===== src/rtl/hazard_ctrl.sv =====
// Hazard controller: Tnew/Tuse stall detection, D/E forwarding selects, mult/div busy counter.
// Latency: outputs combinational from state and D inputs; state advances every edge.
// Backpressure: stall freezes PC and F/D and bubbles E; E/M/W never hold.
module hazard_ctrl #(
    parameter int MULT_CYC = 5,
    parameter int DIV_CYC  = 10
) (
    input  logic       clk,
    input  logic       reset,
    input  logic [4:0] d_rs,
    input  logic [4:0] d_rt,
    input  logic [1:0] d_tuse_rs,
    input  logic [1:0] d_tuse_rt,
    input  logic [4:0] d_wa,
    input  logic [1:0] d_tnew,
    input  logic       d_md_start,
    input  logic       d_md_div,
    input  logic       d_md_use,
    output logic       stall,
    output logic [1:0] fwd_d_rs,
    output logic [1:0] fwd_d_rt,
    output logic [1:0] fwd_e_rs,
    output logic [1:0] fwd_e_rt,
    output logic       md_busy
);

    localparam logic [3:0] MULT_LD = 4'(MULT_CYC);
    localparam logic [3:0] DIV_LD  = 4'(DIV_CYC);

    logic [4:0] e_rs, e_rt, e_wa, m_wa, w_wa;
    logic [1:0] e_tnew, m_tnew;
    logic [3:0] md_cnt;
    logic       stall_rs, stall_rt, stall_md;

    function automatic logic src_stall(
        input logic [4:0] src, input logic [1:0] tuse,
        input logic [4:0] ewa, input logic [1:0] etn,
        input logic [4:0] mwa, input logic [1:0] mtn
    );
        return (src != 5'd0) && (tuse != 2'd3) &&
               (((ewa == src) && (etn > tuse)) || ((mwa == src) && (mtn > tuse)));
    endfunction

    // The youngest matching stage owns the register; if its result is not ready
    // it selects nothing rather than letting an older, stale stage forward.
    function automatic logic [1:0] sel_d(
        input logic [4:0] src,
        input logic [4:0] ewa, input logic [1:0] etn,
        input logic [4:0] mwa, input logic [1:0] mtn,
        input logic [4:0] wwa
    );
        if (src == 5'd0)     return 2'b00;
        else if (ewa == src) return (etn == 2'd0) ? 2'b01 : 2'b00;
        else if (mwa == src) return (mtn == 2'd0) ? 2'b10 : 2'b00;
        else if (wwa == src) return 2'b11;
        else                 return 2'b00;
    endfunction

    function automatic logic [1:0] sel_e(
        input logic [4:0] src,
        input logic [4:0] mwa, input logic [1:0] mtn,
        input logic [4:0] wwa
    );
        if (src == 5'd0)     return 2'b00;
        else if (mwa == src) return (mtn == 2'd0) ? 2'b01 : 2'b00;
        else if (wwa == src) return 2'b10;
        else                 return 2'b00;
    endfunction

    assign stall_rs = src_stall(d_rs, d_tuse_rs, e_wa, e_tnew, m_wa, m_tnew);
    assign stall_rt = src_stall(d_rt, d_tuse_rt, e_wa, e_tnew, m_wa, m_tnew);
    assign md_busy  = (md_cnt != 4'd0);
    assign stall_md = d_md_use && md_busy;
    assign stall    = stall_rs | stall_rt | stall_md;

    assign fwd_d_rs = sel_d(d_rs, e_wa, e_tnew, m_wa, m_tnew, w_wa);
    assign fwd_d_rt = sel_d(d_rt, e_wa, e_tnew, m_wa, m_tnew, w_wa);
    assign fwd_e_rs = sel_e(e_rs, m_wa, m_tnew, w_wa);
    assign fwd_e_rt = sel_e(e_rt, m_wa, m_tnew, w_wa);

    always_ff @(posedge clk) begin
        if (reset) begin
            e_rs   <= 5'd0;
            e_rt   <= 5'd0;
            e_wa   <= 5'd0;
            e_tnew <= 2'd0;
            m_wa   <= 5'd0;
            m_tnew <= 2'd0;
            w_wa   <= 5'd0;
            md_cnt <= 4'd0;
        end else begin
            if (stall) begin
                e_rs   <= 5'd0;
                e_rt   <= 5'd0;
                e_wa   <= 5'd0;
                e_tnew <= 2'd0;
            end else begin
                e_rs   <= d_rs;
                e_rt   <= d_rt;
                e_wa   <= d_wa;
                e_tnew <= d_tnew;
            end
            m_wa   <= e_wa;
            m_tnew <= (e_tnew == 2'd0) ? 2'd0 : e_tnew - 2'd1;
            w_wa   <= m_wa;
            if (d_md_start && !stall)
                md_cnt <= d_md_div ? DIV_LD : MULT_LD;
            else if (md_cnt != 4'd0)
                md_cnt <= md_cnt - 4'd1;
        end
    end

endmodule

===== config.mk =====
export PLATFORM = sky130hd
export DESIGN_NAME = hazard_ctrl
export DESIGN_NICKNAME = d
export VERILOG_FILES = /design/src/rtl/hazard_ctrl.sv
export SDC_FILE = /design/constraint.sdc
export NUM_CORES = 1
export LEC_CHECK = 0
export ABC_CLOCK_PERIOD_IN_PS = 3340
export BUFFER_PORTS_ARGS = -buffer_cell sky130_fd_sc_hd__buf_4
export CORE_MARGIN = 2
export CORE_UTILIZATION = 38
export DETAILED_ROUTE_END_ITERATION = 12
export PLACE_DENSITY_LB_ADDON = 0.25
export RECOVER_POWER = 100
export SYNTH_ARGS = -nofsm -noshare
export SYNTH_HDL_FRONTEND = slang
export SYNTH_SLANG_ARGS = --single-unit

===== constraint.sdc =====
create_clock -name clk -period 3.34 [get_ports clk]
set_clock_uncertainty 0.15 [all_clocks]
set_input_delay 0.334 -clock clk [delete_from_list [all_inputs] [get_ports clk]]
set_output_delay 0.334 -clock clk [all_outputs]
set_load 0.02 [all_outputs]

==> results of run 1 <==
-- state kept, by name, indices dropped and copies added, names as in the netlist --
| name | flops |
|---|---|
| m_wa | 5 |
| e_rs | 5 |
| w_wa | 5 |
| e_rt | 5 |
| md_cnt | 4 |
| e_tnew | 2 |
| m_tnew | 2 |
| e_wa | 5 |
-- report_power, final --
group / switching (uW) / leakage, uW / internal (uW)
combinational: 277 / 0.000750 / 267
clock: 142 / 0.0000450 / 144
sequential: 81.0 / 0.000271 / 462
-- cell families after synthesis --
group,after synthesis,share of synthesized area
muxes,5,0.0344
DFF,33,0.324
xor gates and xnor gates,52,0.224
adders and majority gates,11,0.0676
AOI/OAI and AO/OA,15,0.0639
and+or+nand+nor,87,0.251
buffers and inverters,19,0.0356
-- worst max path at each step --
stage,endpoint,slack (ns),cells after the start,startpoint
after global routing,stall,0.38,9,md_cnt[0]
after floorplan,md_cnt[0],0.85,9,md_cnt[0]
final,stall,0.56,9,md_cnt[0]
after global placement,e_rt[1],0.80,8,d_rt[1]
after detailed placement,e_rs[0],0.78,8,d_rt[1]
after CTS,stall,0.66,9,md_cnt[0]
-- cells in the final DEF (no fill, tap or decap), types with 2 or more instances in the layout --
| cell | instances |
|---|---|
| buf_4 | 27 |
| mux2_1 | 3 |
| dfxtp_1 | 33 |
| a21oi_1 | 4 |
| clkbuf_8 | 5 |
| xnor2_1 | 20 |
| nor4_1 | 5 |
| clkinv_2 | 2 |
| nand2_1 | 6 |
| nor3_1 | 12 |
| a2bb2oi_1 | 2 |
| nor2b_1 | 15 |
| inv_1 | 9 |
| and2_0 | 5 |
| and2_1 | 12 |
| ha_1 | 11 |
| or4_1 | 3 |
| xor2_1 | 32 |
| clkbuf_1 | 10 |
| nor3b_2 | 2 |
| nor2_1 | 13 |
| nand3_1 | 6 |
| and4_1 | 3 |
| o211ai_1 | 2 |
-- worst register-to-register path, stage by stage (launching register included) --
cell and delay [ns]:
dfxtp_1 0.31, inv_1 0.11, ha_1 0.17, nor3b_2 0.31
inv_1 0.09, and2_0 0.18, a41oi_2 0.14, a21boi_0 0.27
or3b_1 0.48, mux2_1 0.35
-- layer usage --
metal | share of wire | wire [um]
met2 | 0.47 | 2180
met3 | 0.040 | 186
met4 | 0.012 | 58
met1 | 0.48 | 2250
met5 | 0 | 0
-- stage by stage --
step                area, um2  setup WS, ns  total power, uW   util  hold slack [ns]
CTS                      2440         0.665             1430  0.474           0.0917
global route             2390         0.375             1480  0.464           0.0920
floorplan                2040         0.853              968      -            0.247
finish                   2390         0.564             1370  0.464           0.0933
global placement         2360         0.803             1140  0.458            0.303
detailed placement       2360         0.782             1150  0.458            0.296
-- layout make-up --
type                       instances  area (um2)  area share
multi-input combinational        170        1290       0.539
sequential                        33         661       0.277
timing repair buffer              36         236      0.0991
tap                               70        87.6      0.0367
clock buffer                       6        72.6      0.0304
inverter                           9        33.8      0.0142
clock inverter                     2        10.0     0.00419
==> results.txt, run 1 <==
Seq cells post-synth - 33
Unrepaired setup endpoints after global routing - no
Slew HR - 0.701
Sink Count - 33
Antenna Nets Post-Route - 0
Synth top cells by count - 33 x dfxtp_1, 32 x xor2_1, 20 x xnor2_1
RR Startpoint - md_cnt[0]
Worst Path Max Fanout - 5
CP Launch Type - flip-flop
Clk root buf - clkbuf_8
GRT Max-Usage Layer - met2
Initial antenna violation count - 0
Top FF cell, synth - dfxtp_1
Crit path time final - 2.78 ns
Cell with the largest stage delay on the worst path - dfxtp_1
MaxCap Viol Count - 0
Largest net degree at the start of global routing - 20
Clock Path Buffers - 2
Final hold violation count - 0
Critical Path End Type - output port
Initial core utilization - 0.396
DRC Markers - 0
Met1 GRT Util - 0.215
CTS tree - done
Via density - 4.77
Worst r2r dst - md_cnt[1]
Die Span Y - 77.2 um
Die ar. - 5960 um2
Area leader, netlist - dfxtp_1
Hold crit path type - in -> reg
CTS H-Tree Depth - 2
Final setup viols - 0
Placed Cells incl. Taps - 318
Power density over the cells - 575 nW/um2
Worst Hold Launch - d_tnew[1]
Resize count post-CTS - 0
Tot GR Track Use - 0.168
DR pass1 iterations - 4
Max Fclk - 360 MHz
P_leak - 0.00107 uW
M2 GR Usage - 0.273
Count leader, synth - dfxtp_1
Initial DRC count - 101
Hold Buf Count CTS - 0
Mapped Avg Cell Area - 9.18 um2
Clock Latency Late Sink - 0.28 ns
I/O pins - 36
Die W - 77.2 um
WP data arrival - 2.29 ns
Post-synth EDFFs - 0
Inserted Clock Buffers - 5
Crit path max-delay family - simple AND/OR/NAND/NOR gates
Grt total ovfl - 0
Worst path max stage delay - 0.31 ns
Number of cells on the worst reg-to-reg path - 9
Largest cells by area after synthesis - dfxtp_1 32%, xor2_1 14%, xnor2_1 8.6%
Mapped Cells - 222
CP bufs+invs - 3
Setup_tns - 0 ns
Ys Warns - 0
Seq/Total Area, Yosys - 0.324
M3 GR Usage - 0.0447
Hpwl dp - 3670 um
Core region area - 5140 um2
Final period utilization - 0.831
Hold path cells - 2
Worst Tran Pin Value - 0.447 ns
Filler cell count - 536
# rows - 26
Layout cells sized above 1 - 0.164
Worst Path Required - 2.86 ns
Slew Viols, Final - 0
Post-Route WL - 4670 um
Status - finished, final reports clean
ANT cells - 0
Reg clk slew, reported paths - 0.07 ns
Netlist cell types - 36
Synthesis-to-layout area growth - 17.2%
Post-Syn Nets - 259
Routed len/inst - 14.3 um
Critical-path cell list - inv_1 -> ha_1 -> nor3b_2 -> inv_1 -> and2_0 -> a41oi_2 -> a21boi_0 -> or2b_1 -> clkbuf_1
Top cell type's share of synthesized area - 0.324
Kind of critical path - reg -> out
IO buf count - 35
Vias in the first global route - 1,515
Layout Cells excl Fill - 326
Hold Path Sink - e_tnew[1]
Total number of vias - 1,554
Most frequent CP cell - inv_1
Global-route wire length before repair - 7700 um
Worst vdd ir - 0.340 mV
R2R setup slack - 0.67 ns
Placer Congestion - 0.808
Cell Area, Synth - 2040 um2
Asr flop ratio synth - 0
Fin nets - 292
Setup Buffers After CTS - 0
Power figures use the tool's default switching activity.
==> run 2: changes to the inputs <==
--- a/config.mk
+++ b/config.mk
@@ -5,7 +5,8 @@
 export SDC_FILE = /design/constraint.sdc
 export NUM_CORES = 1
 export LEC_CHECK = 0
-export ABC_CLOCK_PERIOD_IN_PS = 3340
+export ABC_AREA = 1
+export ABC_CLOCK_PERIOD_IN_PS = 2750
 export BUFFER_PORTS_ARGS = -buffer_cell sky130_fd_sc_hd__buf_4
 export CORE_MARGIN = 2
 export CORE_UTILIZATION = 38
==> constraint.sdc (replaced) <==
create_clock -name clk -period 2.75 [get_ports clk]
set_clock_uncertainty 0.15 [all_clocks]
set_input_delay 0.275 -clock clk [delete_from_list [all_inputs] [get_ports clk]]
set_output_delay 0.275 -clock clk [all_outputs]
set_load 0.02 [all_outputs]
==> run 2 against run 1 <==
  * Setup slack worse by 0.11 ns
  * Critical path depth down 4
  * Critical endpoint is now fwd_e_rs[0]
  * Highest routed layer unchanged
  * Power increased by 34%
  * Final cell count is 26% higher
  * Register-to-register slack worse by 0.20 ns
  * First-iteration DRC count shrank 18%
  * Area after synthesis increased by 8.1%
  * Worst hold slack worse by 0.047 ns
  * Utilization is essentially flat
==> results.txt, run 2 <==
Status - finished, final reports clean (unchanged)
Multi-input logic area - 1270 um2 (was 1290 um2)
Overall power - 1840 uW (was 1370 uW)
Netlist cell types - 34 (was 36)
Vias in the first global route - 1,863 (was 1,515)
Synthesis-to-layout area growth - 16.8% (was 17.2%)
Commonest non-fill, non-tap cell in the layout - nand2_1 (was dfxtp_1)
Die Span Y - 80.1 um (was 77.2 um)
MaxCap Viol Count - 0 (unchanged)
Layout cells sized above 1 - 0.157 (was 0.164)
Clock Path Buffers - 2 (unchanged)
P_leak - 0.00127 uW (was 0.00107 uW)
Clock Latency Late Sink - 0.29 ns (was 0.28 ns)
Critical-path cell list - inv_1 -> o22ai_1 -> or4_1 -> nor3_1 -> clkbuf_1 (was inv_1 -> ha_1 -> nor3b_2 -> inv_1 -> and2_0 -> a41oi_2 -> a21boi_0 -> or2b_1 -> clkbuf_1)
Top FF cell, synth - dfxtp_1 (unchanged)
Crit path max-delay family - simple AND/OR/NAND/NOR gates (unchanged)
Seq/Total Area, Yosys - 0.300 (was 0.324)
Placed Area - 2510 um2 (was 2360 um2)
Core region area - 5540 um2 (was 5140 um2)
Global-route wire length before repair - 8430 um (was 7700 um)
CTS H-Tree Depth - 2 (unchanged)
Final period utilization - 0.836
CTS tree - done (unchanged)
WP data arrival - 1.87 ns (was 2.29 ns)
Largest net degree at the start of global routing - 18 (was 20)
Post-Syn Nets - 339 (was 259)
Pre-CTS WS - 0.708 ns (was 0.782 ns)
Synth top cells by count - 55 x nand2_1, 48 x inv_1, 33 x dfxtp_1 (was 33 x dfxtp_1, 32 x xor2_1, 20 x xnor2_1)
DR pass1 iterations - 4 (unchanged)
Hold Worst Slack - 0.0463 ns (was 0.0933 ns)
Antenna Nets Post-Route - 0 (unchanged)
Ys Warns - 0 (unchanged)
Crit path time final - 2.30 ns
Inserted Clock Buffers - 5 (unchanged)
Register area - 661 um2 (unchanged)
Tot GR Track Use - 0.171 (was 0.168)
Critical Path End Type - output port (unchanged)
Unrepaired setup endpoints after global routing - no (unchanged)
Die ar. - 6420 um2 (was 5960 um2)
Worst Path Required - 2.33 ns (was 2.86 ns)
Mapped Cells - 302 (was 222)
Filler cell count - 586 (was 536)
Slew Viols, Final - 0 (unchanged)
Worst Tran Pin Value - 0.695 ns (was 0.447 ns)
Initial DRC count - 83 (was 101)
Routed len/inst - 12.2 um (was 14.3 um)
Hold Buf Count CTS - 0 (unchanged)
Kind of critical path - reg -> out (unchanged)
Cell with the largest stage delay on the worst path - or4_1 (was dfxtp_1)
Finished Cell Area - 2570 um2 (was 2390 um2)
Most frequent cells in the layout - 56 x nand2_1, 51 x inv_1, 33 x dfxtp_1 (was 33 x dfxtp_1, 32 x xor2_1, 27 x buf_4)
Post-Route WL - 4990 um (was 4670 um)
Setup_tns - 0 ns (unchanged)
Worst vdd ir - 0.368 mV (was 0.340 mV)
Hpwl dp - 4040 um (was 3670 um)
Top cell type's share of synthesized area - 0.300 (was 0.324)
Die W - 80.1 um (was 77.2 um)
Post-synth EDFFs - 0 (unchanged)
Total number of vias - 1,894 (was 1,554)
Power density over the cells - 716 nW/um2 (was 575 nW/um2)
Asr flop ratio synth - 0 (unchanged)
Final setup margin - 0.451 ns (was 0.564 ns)
Final hold violation count - 0 (unchanged)
Area leader, netlist - dfxtp_1 (unchanged)
I/O pins - 36 (unchanged)
Cell Area, Synth - 2200 um2 (was 2040 um2)
DRC Markers - 0 (unchanged)
Max Fclk - 435 MHz
Seq cells post-synth - 33 (unchanged)
Worst Path Max Fanout - 5 (unchanged)
IO buf count - 35 (unchanged)
CP bufs+invs - 2 (was 3)
CP Launch Type - flip-flop (unchanged)
Placer Congestion - 0.839 (was 0.808)
R2R setup slack - 0.47 ns (was 0.67 ns)
# rows - 27 (was 26)
Clk root buf - clkbuf_8 (unchanged)
Resize count post-CTS - 0 (unchanged)
Initial core utilization - 0.397 (was 0.396)
Via density - 4.62 (was 4.77)
Sink Count - 33 (unchanged)
Reg clk slew, reported paths - 0.07 ns (about the same)
Count leader, synth - nand2_1 (was dfxtp_1)
Worst path max stage delay - 0.57 ns (was 0.31 ns)
Initial antenna violation count - 0 (unchanged)
Slew HR - 0.536 (was 0.701)
Fin nets - 374 (was 292)
Grt total ovfl - 0 (unchanged)
Final setup viols - 0 (unchanged)
Mapped Avg Cell Area - 7.29 um2 (was 9.18 um2)
ANT cells - 0 (unchanged)
Hold crit path type - in -> reg (unchanged)
Largest cells by area after synthesis - dfxtp_1 30%, nand2_1 9.4%, inv_1 8.2% (was dfxtp_1 32%, xor2_1 14%, xnor2_1 8.6%)
Setup Buffers After CTS - 0 (unchanged)
## run 2: cell types whose count changed in the layout (fill, tap and decap cells not counted), moves of 6 or more
cell | previous run | this run
nand4_1 | 0 | 6
nor2_4 | 0 | 10
nor2_1 | 13 | 32
nand2_1 | 6 | 56
inv_1 | 9 | 51
and2_1 | 12 | 0
nor2b_1 | 15 | 0
xor2_1 | 32 | 18
o21ai_0 | 0 | 6
## run 2: path summary, 6_finish.rpt
check / startpoint / endpoint / depth (start not counted)
setup / recovery: m_wa[3] / fwd_e_rs[0] / 5
hold / removal: d_wa[3] / e_wa[3] / 3
setup reg to reg: e_tnew[0] / e_rt[3] / 9
hold reg to reg: e_tnew[0] / m_tnew[0] / 1
## run 2: logic make-up (layout without fill, tap and decap cells)
logic type	Yosys count	count (layout)	share of synthesized area
flops	33	33	0.300
fa+ha+maj	11	11	0.0625
simple gates	137	137	0.315
buf+inv	61	97	0.114
xor+xnor	37	37	0.147
compound gates	23	23	0.0614
## run 2: per-stage QoR
stage                util  std cells
floorplan               -        302
global placement    0.452        402
detailed placement  0.452        402
CTS                 0.474        410
global route        0.464        410
finish              0.464        410
## run 2: power breakdown
group	switching [uW]	internal (uW)
registers	85.0	560
logic	431	287
clock network	185	295
## run 2: final cells by class
| class | instances | share of cell area |
|---|---|---|
| clock inverter | 2 | 0.0146 |
| tap | 72 | 0.0350 |
| clock buffer | 6 | 0.0321 |
| multi-input combinational | 208 | 0.495 |
| timing repair buffer | 35 | 0.0875 |
| sequential | 33 | 0.257 |
| inverter | 54 | 0.0788 |
## run 2: worst reg2reg max path, cell delays in order, from the launching register on
cell	delay, ns
dfxtp_1	0.33
inv_1	0.08
ha_1	0.28
nand2_1	0.04
a21boi_0	0.12
nand4_1	0.10
nand2_1	0.10
a21oi_4	0.17
nand3_2	0.55
nor2_1	0.28
## run 2: per-layer routing
layer / global-route usage / vias to the layer above / routed length (um)
li1: - / 999 / -
met1: 0.226 / 842 / 2400
met2: 0.282 / 45 / 2310
met3: 0.0281 / 8 / 216
met4: 0.0593 / 0 / 57
met5: 0 / - / 0
==> run 3: changes to the inputs <==
--- a/config.mk
+++ b/config.mk
@@ -5,8 +5,8 @@
 export SDC_FILE = /design/constraint.sdc
 export NUM_CORES = 1
 export LEC_CHECK = 0
-export ABC_AREA = 1
-export ABC_CLOCK_PERIOD_IN_PS = 2750
+export ABC_AREA = 0
+export ABC_CLOCK_PERIOD_IN_PS = 1900
 export BUFFER_PORTS_ARGS = -buffer_cell sky130_fd_sc_hd__buf_4
 export CORE_MARGIN = 2
 export CORE_UTILIZATION = 38
==> constraint.sdc (replaced) <==
create_clock -name clk -period 1.9 [get_ports clk]
set_clock_uncertainty 0.15 [all_clocks]
set_input_delay 0.19 -clock clk [delete_from_list [all_inputs] [get_ports clk]]
set_output_delay 0.19 -clock clk [all_outputs]
set_load 0.02 [all_outputs]
==> run 3 against run 2 <==
  * The flow now finishes with violations (negative setup slack)
  * Sequential power rose by 44%
  * Setup slack got worse by 0.85 ns
  * Power rose by 68%
  * Final cell count fell by 3.7%
  * Combinational power rose by 130%
  * Clock power rose by 12%
  * Utilization rose by 16 points
  * Clock-buffer cell count rose by 1
  * Worst hold slack got worse by 0.0050 ns
  * Sequential share of layout area fell by 4.6 points
  * Largest power group unchanged
==> results.txt, run 3 (synthesis results as in run 1) <==
Initial core utilization - 0.396 (was 0.397)
Worst Hold Launch - d_rt[0] (was d_wa[3])
Tot GR Track Use - 0.191 (was 0.171)
Status - complete, but fails checks (was finished, final reports clean)
P_leak - 0.00150 uW (was 0.00127 uW)
Layout cells sized above 1 - 0.471 (was 0.157)
Final hold violation count - 0 (unchanged)
Fin nets - 362 (was 374)
Synthesis-to-layout area growth - 56.9% (was 16.8%)
Hpwl dp - 4090 um (was 4040 um)
Grt total ovfl - 0 (unchanged)
WP data arrival - 1.96 ns (was 1.87 ns)
Hold crit path type - in -> reg (unchanged)
IO buf count - 35 (unchanged)
Worst Path Max Fanout - 3 (was 5)
Clk root buf - clkbuf_8 (unchanged)
Most frequent CP cell - inv_2
Number of cells on the worst reg-to-reg path - 9 (unchanged)
Slew HR - 0.808 (was 0.536)
Critical-path cell list - inv_2 -> ha_4 -> nor3b_4 -> inv_2 -> and2_4 -> a41oi_2 -> a21boi_4 -> or2b_1 -> buf_6 (was inv_1 -> o22ai_1 -> or4_1 -> nor3_1 -> clkbuf_1)
Unrepaired setup endpoints after global routing - yes (was no)
Worst vdd ir - 0.882 mV (was 0.368 mV)
Antenna Nets Post-Route - 0 (unchanged)
Inserted Clock Buffers - 5 (unchanged)
Worst Path Required - 1.56 ns (was 2.33 ns)
Die Span Y - 77.2 um (was 80.1 um)
ANT cells - 0 (unchanged)
Worst Tran Pin Value - 0.288 ns (was 0.695 ns)
CTS tree - done (unchanged)
Core region area - 5140 um2 (was 5540 um2)
Final setup viols - 30 (was 0)
Largest net degree at the start of global routing - 20 (was 18)
Worst r2r dst - md_cnt[3] (was e_rt[3])
Total number of vias - 1,867 (was 1,894)
Placer Congestion - 0.835 (was 0.839)
Post-Route WL - 5500 um (was 4990 um)
MaxCap Viol Count - 0 (unchanged)
CP bufs+invs - 3 (was 2)
Vias in the first global route - 1,882 (was 1,863)
Final Util - 0.622 (was 0.464)
Die ar. - 5960 um2 (was 6420 um2)
RR Startpoint - md_cnt[0] (was e_tnew[0])
Sink Count - 33 (unchanged)
Critical Path End Type - output port (unchanged)
Die W - 77.2 um (was 80.1 um)
DR pass1 iterations - 4 (unchanged)
R2R setup slack - -0.37 ns (was 0.47 ns)
Crit path max-delay family - simple AND/OR/NAND/NOR gates (unchanged)
Overall power - 3100 uW (was 1840 uW)
# rows - 26 (was 27)
Reg clk slew, reported paths - 0.07 ns (about the same)
I/O pins - 36 (unchanged)
Kind of critical path - reg -> out (unchanged)
Initial DRC count - 62 (was 83)
Power density over the cells - 970 nW/um2 (was 716 nW/um2)
Slew Viols, Final - 0 (unchanged)
Hold Path Sink - e_rt[0] (was e_wa[3])
Failing checks - negative setup slack
DRC Markers - 0 (unchanged)
Final period utilization - 1.21
Routed len/inst - 13.9 um (was 12.2 um)
CP Launch Type - flip-flop (unchanged)
Final setup margin - -0.396 ns (was 0.451 ns)
Cell with the largest stage delay on the worst path - dfxtp_2 (was or4_1)
Clock Path Buffers - 2 (unchanged)
Hold path cells - 2 (was 3)
Max Fclk - 436 MHz
Initial antenna violation count - 0 (unchanged)
Most frequent cells in the layout - 87 x buf_4, 31 x xor2_1, 22 x dfxtp_1 (was 56 x nand2_1, 51 x inv_1, 33 x dfxtp_1)
Worst path max stage delay - 0.32 ns (was 0.57 ns)
Global-route wire length before repair - 8780 um (was 8430 um)
Clock Latency Late Sink - 0.29 ns (about the same)
Via density - 4.73 (was 4.62)
CTS H-Tree Depth - 2 (unchanged)
Crit path time final - 2.30 ns
Commonest non-fill, non-tap cell in the layout - buf_4 (was nand2_1)
-- run 3: changes by cell type in the layout (fill, tap and decap cells not counted), moves of 9 or more --
cell | before | now
and2_1 | 0 | 16
dfxtp_1 | 33 | 22
nor2_4 | 10 | 1
nor2_1 | 32 | 11
dfxtp_2 | 0 | 11
buf_6 | 0 | 10
inv_1 | 51 | 6
buf_4 | 25 | 87
xor2_1 | 18 | 31
nor2b_1 | 0 | 14
nand2_1 | 56 | 6
-- run 3: repair_timing --
| item | in CTS | in global routing |
|---|---|---|
| gates cloned | 0 | 1 |
| hold endpoints to repair | 7 | 0 |
| endpoints found under the setup margin | 30 | 30 |
| setup buffers | 12 | 3 |
| hold buffers | 7 | 0 |
| pin swaps | 27 | 7 |
| resized for setup | 32 | 13 |
-- run 3: cell type report --
cell class,count,area (um2)
inverter,9,33.8
clock buffer,7,86.3
fill,467,1940
multi-input combinational,170,1470
sequential,33,674
timing repair buffer,106,847
tap,70,87.6
-- run 3: per-layer routing --
layer	wire [um]	global-route usage	vias up
li1	-	-	948
met1	2260	0.218	863
met2	2910	0.349	43
met3	209	0.0400	13
met4	125	0.0696	0
met5	0	0	-
-- run 3: stage by stage --
stage | cell area, um2 | instances | setup slack, ns | TNS, ns | hold WS [ns]
after global placement | 2760 | 367 | -0.437 | -4.75 | 0.242
after global routing | 3200 | 395 | -0.493 | -10.55 | 0.0513
after CTS | 3120 | 392 | -0.384 | -4.44 | 0.0373
after detailed placement | 2760 | 367 | -0.463 | -5.33 | 0.246
final | 3200 | 395 | -0.396 | -7.33 | 0.0413
after floorplan | 2080 | 222 | -0.407 | -4.09 | 0.162
-- run 3: how the worst max path moves through the flow --
stage	start	to	slack [ns]	cells after the start
6_report	md_cnt[0]	stall	-0.40	9
5_1_grt	md_cnt[1]	stall	-0.49	9
4_1_cts	md_cnt[0]	stall	-0.38	9
3_5_place_dp	d_rs[1]	md_cnt[3]	-0.46	7
3_3_place_gp	d_rs[1]	md_cnt[1]	-0.44	7
2_1_floorplan	md_cnt[1]	md_cnt[1]	-0.41	9
-- run 3: where the power goes --
| part | total, uW | internal, uW | switching, uW |
|---|---|---|---|
| Sequential | 928 | 820 | 107 |
| Clock | 537 | 287 | 250 |
| Combinational | 1640 | 958 | 678 |
| Total | 3100 | 2060 | 1040 |
